===== src/rtl/aqua_pkg.sv =====
// Shared state encodings and level-class codes for the multi-tank controller.
package aqua_pkg;

    typedef enum logic [3:0] {
        ST_INICIAL      = 4'd0,
        ST_ZERA_VLV     = 4'd1,
        ST_INICIO_CICLO = 4'd2,
        ST_PREPARACAO   = 4'd3,
        ST_MEDIR        = 4'd4,
        ST_ANALISA      = 4'd5,
        ST_DECIDE       = 4'd6,
        ST_ABRE         = 4'd7,
        ST_FECHA        = 4'd8,
        ST_ESPERA       = 4'd9,
        ST_ENVIA        = 4'd10,
        ST_MUDA         = 4'd11,
        ST_PROX_CANAL   = 4'd12,
        ST_FIM_CICLO    = 4'd13
    } estado_t;

    localparam logic [1:0] CLS_NORMAL = 2'b00;
    localparam logic [1:0] CLS_BAIXA  = 2'b01;
    localparam logic [1:0] CLS_ALTA   = 2'b10;
    localparam logic [1:0] CLS_M_ALTA = 2'b11;

    // Upper thresholds are inclusive, the low threshold is exclusive.
    function automatic logic [1:0] classifica(input int unsigned m,
                                              input int unsigned lb,
                                              input int unsigned la,
                                              input int unsigned lma);
        if (m >= lma)
            return CLS_M_ALTA;
        else if (m >= la)
            return CLS_ALTA;
        else if (m < lb)
            return CLS_BAIXA;
        else
            return CLS_NORMAL;
    endfunction

endpackage


===== src/rtl/aqua_contador_espera.sv =====
// Settle-time counter: cleared by zera, advances while conta, fim at CICLOS-1.
module aqua_contador_espera #(
    parameter int CICLOS = 50_000_000
) (
    input  logic clock,
    input  logic reset,
    input  logic zera,
    input  logic conta,
    output logic fim
);

    localparam int W = (CICLOS > 1) ? $clog2(CICLOS) : 1;

    logic [W-1:0] contagem;

    always_ff @(posedge clock or posedge reset) begin
        if (reset)
            contagem <= '0;
        else if (zera)
            contagem <= '0;
        else if (conta)
            contagem <= contagem + 1'b1;
    end

    assign fim = (contagem == W'(CICLOS - 1));

endmodule


===== src/rtl/aqua_multi_uc.sv =====
// Round-robin tank controller: measure, classify, drive valve/buzzers, settle, report.
// Optional valve-close hysteresis enabled by defining AQUA_HISTERESE_EN.
//
// state        | meaning
// INICIAL      | idle after reset, waits for iniciar
// ZERA_VLV     | clear all valves and buzzers
// INICIO_CICLO | waits for iniciar to start a sweep
// PREPARACAO   | zera pulse for the front-end
// MEDIR        | request sample from current tank
// ANALISA      | classify sample, update tank buzzers
// DECIDE       | choose valve action
// ABRE / FECHA | move current tank valve
// ESPERA       | settle after valve move
// ENVIA / MUDA | send report character / advance character
// PROX_CANAL   | select next tank
// FIM_CICLO    | pronto pulse, sweep done
module aqua_multi_uc
    import aqua_pkg::*;
#(
    parameter int N_CANAIS      = 4,
    parameter int LARG_MEDIDA   = 12,
    parameter int LIMIAR_BAIXO  = 400,
    parameter int LIMIAR_ALTO   = 2400,
    parameter int LIMIAR_M_ALTO = 3200,
    parameter int CICLOS_ESPERA = 50_000_000,
    parameter int HISTERESE     = 128
) (
    input  logic                        clock,
    input  logic                        reset,
    input  logic                        iniciar,
    input  logic [LARG_MEDIDA-1:0]      medida,
    input  logic                        fim_medida,
    input  logic                        descartar_medida,
    input  logic                        fim_caracter,
    input  logic                        fim_mensagem,
    output logic [$clog2(N_CANAIS)-1:0] canal,
    output logic                        zera,
    output logic                        mensurar_nvl,
    output logic [1:0]                  classificacao,
    output logic [N_CANAIS-1:0]         valvulas,
    output logic [N_CANAIS-1:0]         buzzer_baixa,
    output logic [N_CANAIS-1:0]         buzzer_alta,
    output logic                        envia,
    output logic                        muda,
    output logic                        pronto,
    output logic [3:0]                  db_estado
);

    localparam int LC = $clog2(N_CANAIS);

    estado_t    estado, estado_prox;
    logic       fim_espera;
    logic       close_ok;
    logic       valv_atual;
    logic [1:0] cls_medida;

    assign valv_atual = valvulas[canal];
    assign cls_medida = classifica(32'(medida), LIMIAR_BAIXO, LIMIAR_ALTO, LIMIAR_M_ALTO);
    assign db_estado  = estado;

`ifdef AQUA_HISTERESE_EN
    localparam int LIMIAR_FECHA = LIMIAR_M_ALTO - HISTERESE;

    logic [LARG_MEDIDA-1:0] medida_reg;

    always_ff @(posedge clock or posedge reset) begin
        if (reset)
            medida_reg <= '0;
        else if (estado == ST_ANALISA)
            medida_reg <= medida;
    end

    assign close_ok = (int'(medida_reg) < LIMIAR_FECHA);
`else
    assign close_ok = 1'b1;
`endif

    aqua_contador_espera #(
        .CICLOS (CICLOS_ESPERA)
    ) u_espera (
        .clock (clock),
        .reset (reset),
        .zera  ((estado == ST_ABRE) || (estado == ST_FECHA)),
        .conta (estado == ST_ESPERA),
        .fim   (fim_espera)
    );

    always_comb begin
        estado_prox = estado;
        case (estado)
            ST_INICIAL:      if (iniciar) estado_prox = ST_ZERA_VLV;
            ST_ZERA_VLV:     estado_prox = ST_INICIO_CICLO;
            ST_INICIO_CICLO: if (iniciar) estado_prox = ST_PREPARACAO;
            ST_PREPARACAO:   estado_prox = ST_MEDIR;
            ST_MEDIR:
                if (fim_medida)
                    estado_prox = descartar_medida ? ST_PROX_CANAL : ST_ANALISA;
            ST_ANALISA:      estado_prox = ST_DECIDE;
            ST_DECIDE:
                if (classificacao == CLS_M_ALTA && !valv_atual)
                    estado_prox = ST_ABRE;
                else if (classificacao != CLS_M_ALTA && valv_atual && close_ok)
                    estado_prox = ST_FECHA;
                else
                    estado_prox = ST_ENVIA;
            ST_ABRE:         estado_prox = ST_ESPERA;
            ST_FECHA:        estado_prox = ST_ESPERA;
            ST_ESPERA:       if (fim_espera) estado_prox = ST_ENVIA;
            ST_ENVIA:
                if (fim_caracter)
                    estado_prox = fim_mensagem ? ST_PROX_CANAL : ST_MUDA;
            ST_MUDA:         estado_prox = ST_ENVIA;
            ST_PROX_CANAL:
                estado_prox = (canal == LC'(N_CANAIS - 1)) ? ST_FIM_CICLO : ST_PREPARACAO;
            ST_FIM_CICLO:    estado_prox = ST_INICIO_CICLO;
            default:         estado_prox = ST_INICIAL;
        endcase
    end

    // Strobes are registered from the next state so they line up with it.
    always_ff @(posedge clock or posedge reset) begin
        if (reset) begin
            estado        <= ST_INICIAL;
            canal         <= '0;
            classificacao <= CLS_NORMAL;
            valvulas      <= '0;
            buzzer_baixa  <= '0;
            buzzer_alta   <= '0;
            zera          <= 1'b0;
            mensurar_nvl  <= 1'b0;
            envia         <= 1'b0;
            muda          <= 1'b0;
            pronto        <= 1'b0;
        end else begin
            estado       <= estado_prox;
            zera         <= (estado_prox == ST_PREPARACAO);
            mensurar_nvl <= (estado_prox == ST_MEDIR);
            envia        <= (estado_prox == ST_ENVIA);
            muda         <= (estado_prox == ST_MUDA);
            pronto       <= (estado_prox == ST_FIM_CICLO);

            case (estado)
                ST_ZERA_VLV: begin
                    valvulas     <= '0;
                    buzzer_baixa <= '0;
                    buzzer_alta  <= '0;
                end
                ST_ANALISA: begin
                    classificacao       <= cls_medida;
                    buzzer_baixa[canal] <= (cls_medida == CLS_BAIXA);
                    buzzer_alta[canal]  <= cls_medida[1];
                end
                ST_ABRE:  valvulas[canal] <= 1'b1;
                ST_FECHA: valvulas[canal] <= 1'b0;
                ST_PROX_CANAL:
                    canal <= (canal == LC'(N_CANAIS - 1)) ? '0 : canal + 1'b1;
                default: ;
            endcase
        end
    end

endmodule


===== config.mk =====
export PLATFORM = sky130hd
export DESIGN_NAME = aqua_multi_uc
export DESIGN_NICKNAME = d
export VERILOG_FILES = /design/src/rtl/aqua_pkg.sv /design/src/rtl/aqua_contador_espera.sv /design/src/rtl/aqua_multi_uc.sv
export SDC_FILE = /design/constraint.sdc
export NUM_CORES = 1
export LEC_CHECK = 0
export BUFFER_PORTS_ARGS = -buffer_cell sky130_fd_sc_hd__buf_2
export CAP_MARGIN = 5
export CORE_MARGIN = 2
export CORE_UTILIZATION = 40
export CTS_CLUSTER_SIZE = 30
export DETAILED_ROUTE_END_ITERATION = 7
export PLACE_DENSITY = 0.58
export SETUP_SLACK_MARGIN = 0.15
export SLEW_MARGIN = 5
export SYNTH_ARGS = -nofsm -noshare
export SYNTH_HDL_FRONTEND = slang
export SYNTH_HIERARCHICAL = 1
export SYNTH_SLANG_ARGS = --single-unit

===== constraint.sdc =====
create_clock -name clock -period 3.32 [get_ports clock]
set_input_delay 0.664 -clock clock [delete_from_list [all_inputs] [get_ports clock]]
set_output_delay 0.664 -clock clock [all_outputs]
set_load 0.03 [all_outputs]

# Word-level counts from Yosys, hierarchy flattened
# Cells that the tools add are included.
[totals]
regBits = 51
[classes]
add_sub_neg = 2
order_cmp = 5
n_eq_ne = 23
muxes = 26
bitwise = 3
n_reduce_logical = 11
[ops]
columns = ["op", "count"]
rows = [
  ["$mux W26", 2],
  ["$pmux W4 S12", 1],
  ["$eq A4 B4 Y1 const B", 9],
  ["$mux W4", 8],
  ["$add A26 B1 Y26 const B", 1],
  ["$eq A26 B26 Y1 const B", 1],
  ["$ge A12 B12 Y1 const B", 2],
  ["$eq A4 B3 Y1 const B", 5],
  ["$pmux W4 S2", 2],
  ["$eq A4 B2 Y1 const B", 3],
  ["$lt A12 B9 Y1 const B", 1],
  ["$pmux W4 S3", 1],
  ["$bwmux W4", 2],
  ["$mux W2", 4],
  ["$and A4 B4 Y4", 1],
  ["$eq A2 B2 Y1 const B", 2],
  ["$eq A4 B1 Y1 const B", 1],
  ["$logic_not A4 Y1", 1],
  ["$not A4 Y4", 1],
  ["$or A4 B4 Y4", 1],
  ["$reduce_bool A2 Y1", 2],
  ["$reduce_or A2 Y1", 2],
  ["$logic_and A1 B1 Y1", 3],
  ["$lt A2 B3 Y1 const B", 1],
  ["other kinds (11)", 13],
]

# Logic depth before layout (Yosys ltp)
# Gate-level depths: netlist of the first run.
[logic_depth]
depth_word = 7
ltp_mapped = 10
depth_no_buf = 8

# Hierarchy
# Netlist of the first run, hierarchy kept.
[modules_own_cells]
columns = ["mod", "n_inst", "cells_per_inst", "area_per_inst_um2"]
rows = [
  ["aqua_contador_espera", 1, 149, 1453.9],
  ["aqua_multi_uc", 1, 154, 1432.6],
]

# Worst setup path after synthesis of the first run
# No wires, ideal clock.
[synth_path]
kind = "register to register"
from = "reg estado[1], in the netlist db_estado[1]"
to = "reg u_espera.contagem[24]"
arrival_ps = 2365
path_slack_ps = 830
stages_incl_launch_ff = 10
n_path_buf = 3
period_less_slack_ps = 2490
path_cell_list = "dfrtp_1 buf_2 or2b_4 nor2_1 buf_4 o2111a_1 nand3_2 buf_2 nor4_1 mux2_2"
[synth_between]
elab_chain_cells = 3
elab_cells_between_ends = 6
cone_classes = "eq/ne: 3; mux: 1; reduce/logical: 2"
[synth_lines]
columns = ["item", "line", "rtl"]
rows = [
  ["start: declaration", "aqua_multi_uc.sv:51", "estado_t estado, estado_prox;"],
  ["start signal: assignment", "aqua_multi_uc.sv:135", "estado <= estado_prox;"],
  ["$eq A4 B3 Y1 / $eq A4 B4 Y1 (equally long branches)", "aqua_multi_uc.sv:83", ".zera ((estado == ST_ABRE) || (estado == ST_FECHA)),"],
  ["$logic_or A1 B1 Y1", "aqua_multi_uc.sv:83", ""],
  ["$mux W26 / $reduce_bool A2 Y1 (equally long branches)", "-", ""],
  ["end signal: assignment", "aqua_contador_espera.sv:22", "contagem <= contagem + 1'b1;"],
  ["end: declaration", "aqua_contador_espera.sv:14", "logic [W-1:0] contagem;"],
]
# Several ways; a longest one is shown, not always the timed one.
# A chain may end at the register's enable or synchronous reset.

# Final worst setup path of the first run
[layout_path]
from = "reg estado[1], in the netlist db_estado[1]"
to = "reg u_espera.contagem[19]"
# Same word-level chain as after synthesis.

==> results of run 1 <==
==> power by group <==
part | internal [mW] | total [mW] | leakage [nW] | switching [mW]
logic | 0.340 | 0.964 | 0.724 | 0.624
registers | 0.719 | 0.829 | 0.696 | 0.110
clock network | 0.301 | 0.516 | 0.0644 | 0.215
==> sequential cells by signal, indices dropped and copies added (netlist names), 2 cells and up <==
| name | flops |
|---|---|
| valvulas | 4 |
| canal | 2 |
| classificacao | 2 |
| buzzer_baixa | 4 |
| db_estado | 4 |
| buzzer_alta | 4 |
| u_espera/contagem | 26 |
==> layout make-up <==
class                      count  area [um2]
fill                         675        3640
multi-input combinational    223        1450
sequential                    51        1280
timing repair buffer          45         240
tap                           96         120
clock buffer                   5        68.8
clock inverter                 3        67.6
inverter                      11        41.3
==> synth_stat cells, types with 3 or more instances <==
cell type and number:
a21boi_0 4, a21oi_1 15, and2_1 4, and3_1 4
and4_1 3, buf_2 4, buf_4 3, buf_6 4
clkbuf_1 6, dfrtp_1 51, ha_1 5, inv_1 10
mux2_2 3, nand2_1 27, nand3_1 18, nand4_1 10
nor2_1 25, nor2b_1 4, nor4_1 5, nor4b_1 3
o21ai_0 15, o31ai_1 14, or3_1 3, or4_1 12
xor2_1 10
==> worst max-delay path, delay by kind of cell, from the launching register on <==
family | cells | cell delay [ns]
DFF | 1 | 0.61
AOI/OAI and AO/OA | 3 | 0.57
and+or+nand+nor | 4 | 1.13
buffers and inverters | 1 | 0.24
==> path summary, 6_finish.rpt <==
kind | start | endpoint | slack (ns) | cells after the start
max in group asynchronous | reset | u_espera/contagem[0] | 2.12 | 2
hold / removal | buzzer_alta[1] | buzzer_alta[1] | 0.51 | 2
min in group asynchronous | reset | buzzer_baixa[1] | 0.56 | 2
setup / recovery | db_estado[1] | u_espera/contagem[19] | 0.69 | 8
hold reg to reg | buzzer_alta[1] | buzzer_alta[1] | 0.51 | 2
setup reg to reg | db_estado[1] | u_espera/contagem[19] | 0.69 | 8
==> kinds of logic (layout without fill, tap and decap cells) <==
kind of cell	after synthesis	after routing	synth area share
AOI/OAI and AO/OA	67	67	0.158
xor gates and xnor gates	11	11	0.0334
adders and majority gates	5	5	0.0217
buffers and inverters	29	64	0.0550
DFF	51	51	0.442
muxes	5	5	0.0191
and+or+nand+nor	135	135	0.270
==> per-layer routing <==
layer  up-vias  share of wire  global-route usage
li1       1180              -                   -
met1      1146           0.47               0.220
met2        48           0.48               0.278
met3         5          0.040              0.0397
met4         0         0.0082              0.0366
met5         -              0                   0
==> impl_metrics.csv, run 1 <==
group,metric,value,unit
run_status,status,"finished, final reports clean",
clock_network,cts_sinks,51,
finish,final_common_cell,"dfrtp_1",
critical_path,required,3.56,ns
finish,finalInstanceArea,3270,um2
sta,fin_hold_ws,0.507,ns
job,cap_violations,0,
critical_path,critical_path_arrival,2.87,ns
sta,fin_crit_sh,0.792,
clock_network,cts_resized,0,
synthesis,synth-seq-cells,51,
critical_path,slowest_stage,"dfrtp_1",
finish,nets,361,
critical_path,path_cells,"nand2_1 > nor2_1 > a21o_1 > o2111a_1 > nand3_2 > buf_4 > or4_1 > a21oi_1",
critical_path,path_class,"reg2reg",
critical_path,cp_max_fo,18,
synthesis,syn_nets,327,
placement,dp_cells,426,
grt,groute.usage.overall,0.166,
power,total_leakage_power,1.48,nW
placement,io_buffers,39,
sta,setup_violations,0,
synthesis,yosysWarnings,6,
clock_network,clock_path_buffers,2,
floorplanning,die-area,7910,um2
floorplanning,die_x,89.0,um
finish,fin_cells,434,
sta,clock_skew,0.00820,ns
grt,gr-total-overflow,0,
synthesis,synth_seq_area_share,0.442,
synthesis,ys_async_sr_fraction,1.00,
sta,hold_viol,0,
placement,gp_congestion,0.800,
sta,tightest_slew,1.01,ns
grt,antenna_found_initial,0,
synthesis,synth_area,2890,um2
critical_path,end_kind,"flip-flop",
power,vdd_drop_max,0.000267,V
clock_network,cts_root_buf,"clkbuf_8",
clock_network,clk_latency,0.31,ns
power,p_total,2.31,mW
sta,drv_slew,0,
floorplanning,core-area,6910,um2
finish,drive_gt1_frac,0.216,
placement,dpl_cell_area,3130,um2
floorplanning,boundaryPins,44,
grt,grt_pass1_wl,10400,um
floorplanning,start_util,0.418,
floorplanning,rows,30,
routing,viasPerCell,5.48,
power,power_density,707,nW/um2
grt,grt_pass1_vias,2184,
routing,vias,2379,
clock_network,post_cts_buffers,0,
floorplanning,die_h,89.0,um
routing,drcViolationCount,0,
synthesis,synth.distinct_cells,58,
hold_path,hp-class,"reg2reg",
finish,syn_to_final_growth,13.1,%
routing,wire_per_inst,14.1,um
placement,post-place-ws,0.740,ns
finish,fin_util,0.473,
synthesis,ys.flop_type,"dfrtp_1",
sta,tns,0,ns
synthesis,avgSynthCellArea,9.53,um2
routing,ant_nets,0,
sta,setup_ws,0.689,ns
synthesis,yosys.area.top_type,"dfrtp_1",
sta,timing.fmax,380,MHz
clock_network,cts-buffers-inserted,5,
synthesis,syn-instance-count,303,
sta,slew-limit-headroom,0.327,
grt,grt_max_degree,29,
critical_path,max_stage_delay,0.61,ns
clock_network,cts-htree-levels,2,
sta,rsz0062_at_grt,"no",
finish,final_cell_mix,"51 x dfrtp_1, 39 x buf_2, 27 x nand2_1, 25 x nor2_1, 18 x nand3_1",
routing,drtIter0Drc,91,
routing,drtPass1Iterations,5,
finish,antenna_cells,0,
sta,fin_crit,2.63,ns
clock_network,cts_tree,"done",
synthesis,synth-edff-count,0,
routing,routed_wl,6120,um
critical_path,cp-start-kind,"flip-flop",
placement,post-dp-hpwl,4270,um
synthesis,netlist_top_cells_area,"dfrtp_1 44%, o31ai_1 3.6%, nand2_1 3.5%, nor2_1 3.3%, nand3_1 3.1%",
synthesis,synth_top_area_share,0.442,
clock_network,cts_hold_repair.buffers,0,
clock_network,clk_pin_slew,0.10,ns
No activity file was read; power rests on OpenSTA's default activity.
==> inputs of run 2 (changes only) <==
--- a/config.mk
+++ b/config.mk
@@ -11,7 +11,7 @@
 export CORE_UTILIZATION = 40
 export CTS_CLUSTER_SIZE = 30
 export DETAILED_ROUTE_END_ITERATION = 7
-export PLACE_DENSITY = 0.58
+export PLACE_DENSITY = 0.6
 export SETUP_SLACK_MARGIN = 0.15
 export SLEW_MARGIN = 5
 export SYNTH_ARGS = -nofsm -noshare
==> constraint.sdc (replaced) <==
create_clock -name clock -period 2.1 [get_ports clock]
set_input_delay 0.42 -clock clock [delete_from_list [all_inputs] [get_ports clock]]
set_output_delay 0.42 -clock clock [all_outputs]
set_load 0.03 [all_outputs]
==> run 2 against run 1 <==
  * The run now ends with negative setup slack left
  * Clock skew decreased by 0.0025 ns
  * Cell area is 11% higher
  * Sequential power is 57% higher
  * Critical path type unchanged
  * Power up 63%
==> impl_metrics.csv, run 2 (same netlist as run 1, synthesis figures left out) <==
group,metric,value,unit
run_status,status,"finished, violations left",
run_status,violations,"negative setup slack",
routing,drtPass1Iterations,4,
finish,drive_gt1_frac,0.350,
sta,rsz0062_at_grt,"yes",
floorplanning,rows,30,
sta,timing.fmax,472,MHz
routing,drcViolationCount,0,
sta,drv_slew,0,
finish,syn_to_final_growth,25.5,%
sta,hold_viol,0,
power,pwr-share-seq,0.348,
clock_network,clk_pin_slew,0.09,ns
placement,post-place-ws,-0.108,ns
critical_path,end_kind,"flip-flop",
job,cap_violations,0,
clock_network,cts-htree-levels,2,
sta,fin_crit_sh,1.01,
sta,clock_skew,0.00570,ns
clock_network,cts-buffers-inserted,5,
floorplanning,die_x,89.0,um
routing,vias,2487,
clock_network,cts_tree,"done",
floorplanning,die-area,7910,um2
grt,grt_max_degree,29,
placement,gp_congestion,0.843,
floorplanning,boundaryPins,44,
power,p_int,2.13,mW
critical_path,cp-start-kind,"flip-flop",
finish,regMostFlops,"u_espera/contagem",
power,pwr-share-comb,0.499,
placement,post-dp-hpwl,4630,um
sta,tns,-0.0176,ns
critical_path,cp_max_fo,3,
power,vdd_drop_max,0.000414,V
power,switching_power,1.63,mW
finish,nets,400,
clock_network,cts_sinks,51,
finish,largest_register_ff_count,26,
routing,ant_nets,0,
sta,fin_crit,2.12,ns
floorplanning,core-area,6910,um2
grt,grt_pass1_wl,10700,um
sta,tightest_slew,0.450,ns
grt,groute.usage.overall,0.172,
routing,wire_per_inst,13.7,um
critical_path,path_class,"reg2reg",
finish,antenna_cells,0,
clock_network,clock_path_buffers,2,
power,p_clk_frac,0.153,
sta,slew-limit-headroom,0.697,
routing,drtIter0Drc,89,
routing,routed_wl,6480,um
power,power_density,1040,nW/um2
clock_network,clk_latency,0.31,ns
power,p_total,3.75,mW
grt,grt_pass1_vias,2322,
sta,fin_hold_ws,0.149,ns
sta,setup_ws,-0.0176,ns
hold_path,hp-class,"in2async",
grt,gr-total-overflow,0,
power,swShare,0.434,
floorplanning,start_util,0.418,
placement,dpl_cell_area,3390,um2
critical_path,required,2.32,ns
finish,final_cell_mix,"49 x dfrtp_1, 44 x buf_4, 39 x buf_2, 26 x nand2_1, 22 x nor2_1",
grt,antenna_found_initial,0,
floorplanning,die_h,89.0,um
clock_network,cts_root_buf,"clkbuf_8",
finish,finalInstanceArea,3620,um2
placement,io_buffers,39,
routing,viasPerCell,5.26,
sta,setup_violations,1,
power,total_leakage_power,1.69,nW
critical_path,critical_path_arrival,2.33,ns
finish,final_common_cell,"dfrtp_1",
==> run 2: power groups by stage <==
stage / Sequential, mW / Combinational [mW] / Clock [mW]
3_5_place_dp: 1.32 / 1.69 / 0
5_1_grt: 1.33 / 2.03 / 0.637
4_1_cts: 1.30 / 1.80 / 0.590
3_3_place_gp: 1.32 / 1.67 / 0
2_1_floorplan: 1.55 / 0.951 / 0
6_report: 1.30 / 1.87 / 0.576
==> run 2: worst max-delay path: stages (launching register included) <==
cell and delay [ns]:
dfrtp_1 0.39, and4_1 0.24, nand3_2 0.12, nor4_4 0.06, nor3_2 0.21, nor4b_2 0.08, or3_4 0.41, buf_4 0.14
buf_4 0.12, nor4_2 0.25
==> run 2: path summary, 6_finish.rpt <==
path / start / end / slack [ns] / cells past startpoint
setup reg to reg: u_espera/contagem[17] / zera / -0.02 / 9
setup / recovery: u_espera/contagem[17] / zera / -0.02 / 9
hold / removal: reset / muda / 0.15 / 3
hold reg to reg: buzzer_alta[0] / buzzer_alta[0] / 0.51 / 2
max in group asynchronous: reset / u_espera/contagem[25] / 1.67 / 3
min in group clock: fim_mensagem / muda / 0.30 / 2
==> run 2: metrics by stage <==
| step | utilization | cells |
|---|---|---|
| 5_1_grt | 0.524 | 473 |
| 6_report | 0.524 | 473 |
| 3_5_place_dp | 0.491 | 454 |
| 2_1_floorplan | - | 303 |
| 4_1_cts | 0.518 | 470 |
| 3_3_place_gp | 0.491 | 454 |
==> run 2: cell type report <==
class                      count  area, um2
fill                         679       3280
multi-input combinational    223       1550
sequential                    51       1280
timing repair buffer          84        546
tap                           96        120
clock buffer                   5       68.8
inverter                      11       41.3
clock inverter                 3       20.0
==> run 2: timing repair <==
item,in CTS,in global routing
gates resized for setup,10,4
hold endpoints to repair,0,0
cloned,0,0
hold buffers,0,0
pin swaps,10,0
setup endpoints to repair,17,18
buffers inserted,8,3
==> run 2: metal layers <==
metal  global-route usage  part of all wire  vias to the layer above
li1                     -                 -                     1249
met1                0.228              0.48                     1181
met2                0.286              0.47                       46
met3               0.0295             0.034                       11
met4               0.0543             0.013                        0
met5                    0                 0                        -
==> inputs of run 3 (changes only) <==
--- a/config.mk
+++ b/config.mk
@@ -7,7 +7,6 @@
 export LEC_CHECK = 0
 export BUFFER_PORTS_ARGS = -buffer_cell sky130_fd_sc_hd__buf_2
 export CAP_MARGIN = 5
-export CORE_MARGIN = 2
 export CORE_UTILIZATION = 40
 export CTS_CLUSTER_SIZE = 30
 export DETAILED_ROUTE_END_ITERATION = 7
==> constraint.sdc (replaced) <==
create_clock -name clock -period 2.1 [get_ports clock]
set_input_delay 0.42 -clock clock [delete_from_list [all_inputs] [get_ports clock]]
set_output_delay 0.42 -clock clock [all_outputs]
set_load 0.1 [all_outputs]
==> run 3 against run 2 <==
  * The run still ends with negative setup slack left
  * Maximum frequency up 0.16%
  * Power up 21%
  * Cell area up 6.0%
  * Non-clock buffer count up 3
  * Highest routed layer unchanged
==> impl_metrics.csv, run 3 (same netlist as run 1, synthesis figures left out) <==
group,metric,value,unit
run_status,status,"finished, violations left",
run_status,violations,"negative setup slack",
sta,setup_violations,3,
floorplanning,core-area,6870,um2
routing,vias,2537,
critical_path,timing.rr.end,"u_espera/contagem[18]",
finish,fillers,625,
sta,fin_crit,2.11,ns
routing,viasPerCell,5.33,
clock_network,cts-buffers-inserted,5,
critical_path,r2r_slack,-0.01,ns
critical_path,cp-start-kind,"flip-flop",
placement,post-dp-hpwl,4720,um
critical_path,path_buf_inv,1,
critical_path,path_cells,"or2b_4 > nor2_4 > o2111a_2 > nand3_4 > buf_12 > or4_4 > a21oi_2",
floorplanning,die-area,7560,um2
placement,gp_congestion,0.816,
finish,drive_gt1_frac,0.429,
floorplanning,die_h,87.0,um
finish,fin_util,0.559,
critical_path,path_delay_family,"simple AND/OR/NAND/NOR gates",
sta,fin_crit_sh,1.01,
sta,clock_skew,0.00824,ns
sta,tightest_slew,0.678,ns
finish,antenna_cells,0,
grt,grt_pass1_wl,12000,um
sta,timing.fmax,473,MHz
clock_network,cts-htree-levels,2,
clock_network,clk_pin_slew,0.10,ns
power,pwr-share-comb,0.577,
sta,slew-limit-headroom,0.548,
hold_path,hp-class,"in2async",
power,switching_power,2.38,mW
power,swShare,0.525,
grt,gr-total-overflow,0,
power,p_int,2.16,mW
critical_path,end_kind,"flip-flop",
critical_path,critical_path_arrival,2.36,ns
floorplanning,start_util,0.420,
power,p_clk_frac,0.129,
critical_path,required,2.34,ns
clock_network,cts_hold_repair.buffers,0,
finish,syn_to_final_growth,33.1,%
sta,setup_ws,-0.0142,ns
clock_network,cts_tree,"done",
floorplanning,die_x,87.0,um
sta,tns,-0.0262,ns
grt,grt_max_degree,29,
routing,wire_per_inst,14.6,um
sta,fin_hold_ws,0.158,ns
routing,drtPass1Iterations,5,
grt,antenna_found_initial,0,
power,pwr-share-seq,0.293,
sta,rsz0062_at_grt,"yes",
finish,final_common_cell,"buf_4",
finish,seq_area,1300,um2
clock_network,cts_root_buf,"clkbuf_8",
placement,io_buffers,39,
sta,hold_viol,0,
critical_path,reg2reg_from,"db_estado[1]",
critical_path,path_class,"reg2reg",
critical_path,ff2ff_path_depth,7,
power,p_total,4.54,mW
clock_network,clock_path_buffers,2,
floorplanning,boundaryPins,44,
routing,routed_wl,6950,um
finish,multi_input_comb_area,1660,um2
clock_network,cts_sinks,51,
grt,grt_pass1_vias,2565,
power,vdd_drop_max,0.000397,V
routing,ant_nets,0,
finish,nets,403,
clock_network,clk_latency,0.31,ns
finish,largest_register_ff_count,26,
critical_path,max_stage_delay,0.52,ns
floorplanning,rows,30,
finish,final_cell_mix,"42 x buf_4, 39 x dfrtp_1, 39 x buf_2, 25 x nand2_1, 22 x nor2_1",
job,cap_violations,0,
critical_path,slowest_stage,"dfrtp_4",
routing,drtIter0Drc,66,
sta,drv_slew,0,
power,total_leakage_power,1.77,nW
critical_path,cp_max_fo,7,
routing,drcViolationCount,0,
power,power_density,1180,nW/um2
finish,regMostFlops,"u_espera/contagem",
grt,groute.usage.overall,0.203,
run 3: worst max-delay path by stage:
stage / depth (start not counted) / startpoint / slack (ns) / end
floorplan: 9 / db_estado[1] / -0.37 / u_espera/contagem[16]
global placement: 8 / u_espera/contagem[15] / -0.1 / envia
detailed placement: 8 / u_espera/contagem[15] / -0.11 / envia
CTS: 8 / u_espera/contagem[15] / -0.02 / envia
global route: 8 / u_espera/contagem[15] / -0.17 / envia
finish: 7 / db_estado[1] / -0.01 / u_espera/contagem[18]
run 3: power by group through the flow:
stage                     logic (mW)  clock network [mW]  registers, mW
after global placement          2.42                   0           1.34
final                           2.62               0.588           1.33
after detailed placement        2.43                   0           1.34
after floorplan                0.955                   0           2.31
after global routing            2.81               0.638           1.36
after CTS                       2.53               0.603           1.33
run 3: layer usage:
layer  vias up  wire [um]  GRT usage
li1       1259          -          -
met1      1226       3190      0.256
met2        41       3430      0.351
met3        11        210     0.0370
met4         0        113     0.0621
met5         -          0          0
run 3: metrics by stage:
| step | area, um2 | setup slack [ns] | instances |
|---|---|---|---|
| after CTS | 3710 | -0.0204 | 473 |
| after detailed placement | 3430 | -0.107 | 456 |
| after global routing | 3840 | -0.174 | 476 |
| after floorplan | 2960 | -0.369 | 303 |
| final | 3840 | -0.0142 | 476 |
| after global placement | 3430 | -0.0958 | 456 |
run 3: final cells by class:
| class | instances | share of cell area |
|---|---|---|
| clock buffers | 5 | 0.0179 |
| clock inverters | 3 | 0.00521 |
| inverters | 11 | 0.0107 |
| multi-input cells | 223 | 0.433 |
| flip-flops and latches | 51 | 0.339 |
| well taps | 96 | 0.0313 |
| repair buffers | 87 | 0.164 |
run 3: tightest hold or removal path: cells and delay by family:
| kind | cells | cell delay [ns] |
|---|---|---|
| buf+inv | 3 | 0.45 |
run 3: timing repair:
action,4_1_cts,5_1_grt
buffers inserted,7,3
pin swaps,12,18
gates resized for setup,18,25
setup endpoints to repair,18,27
hold endpoints to repair,0,0
gates cloned,2,0
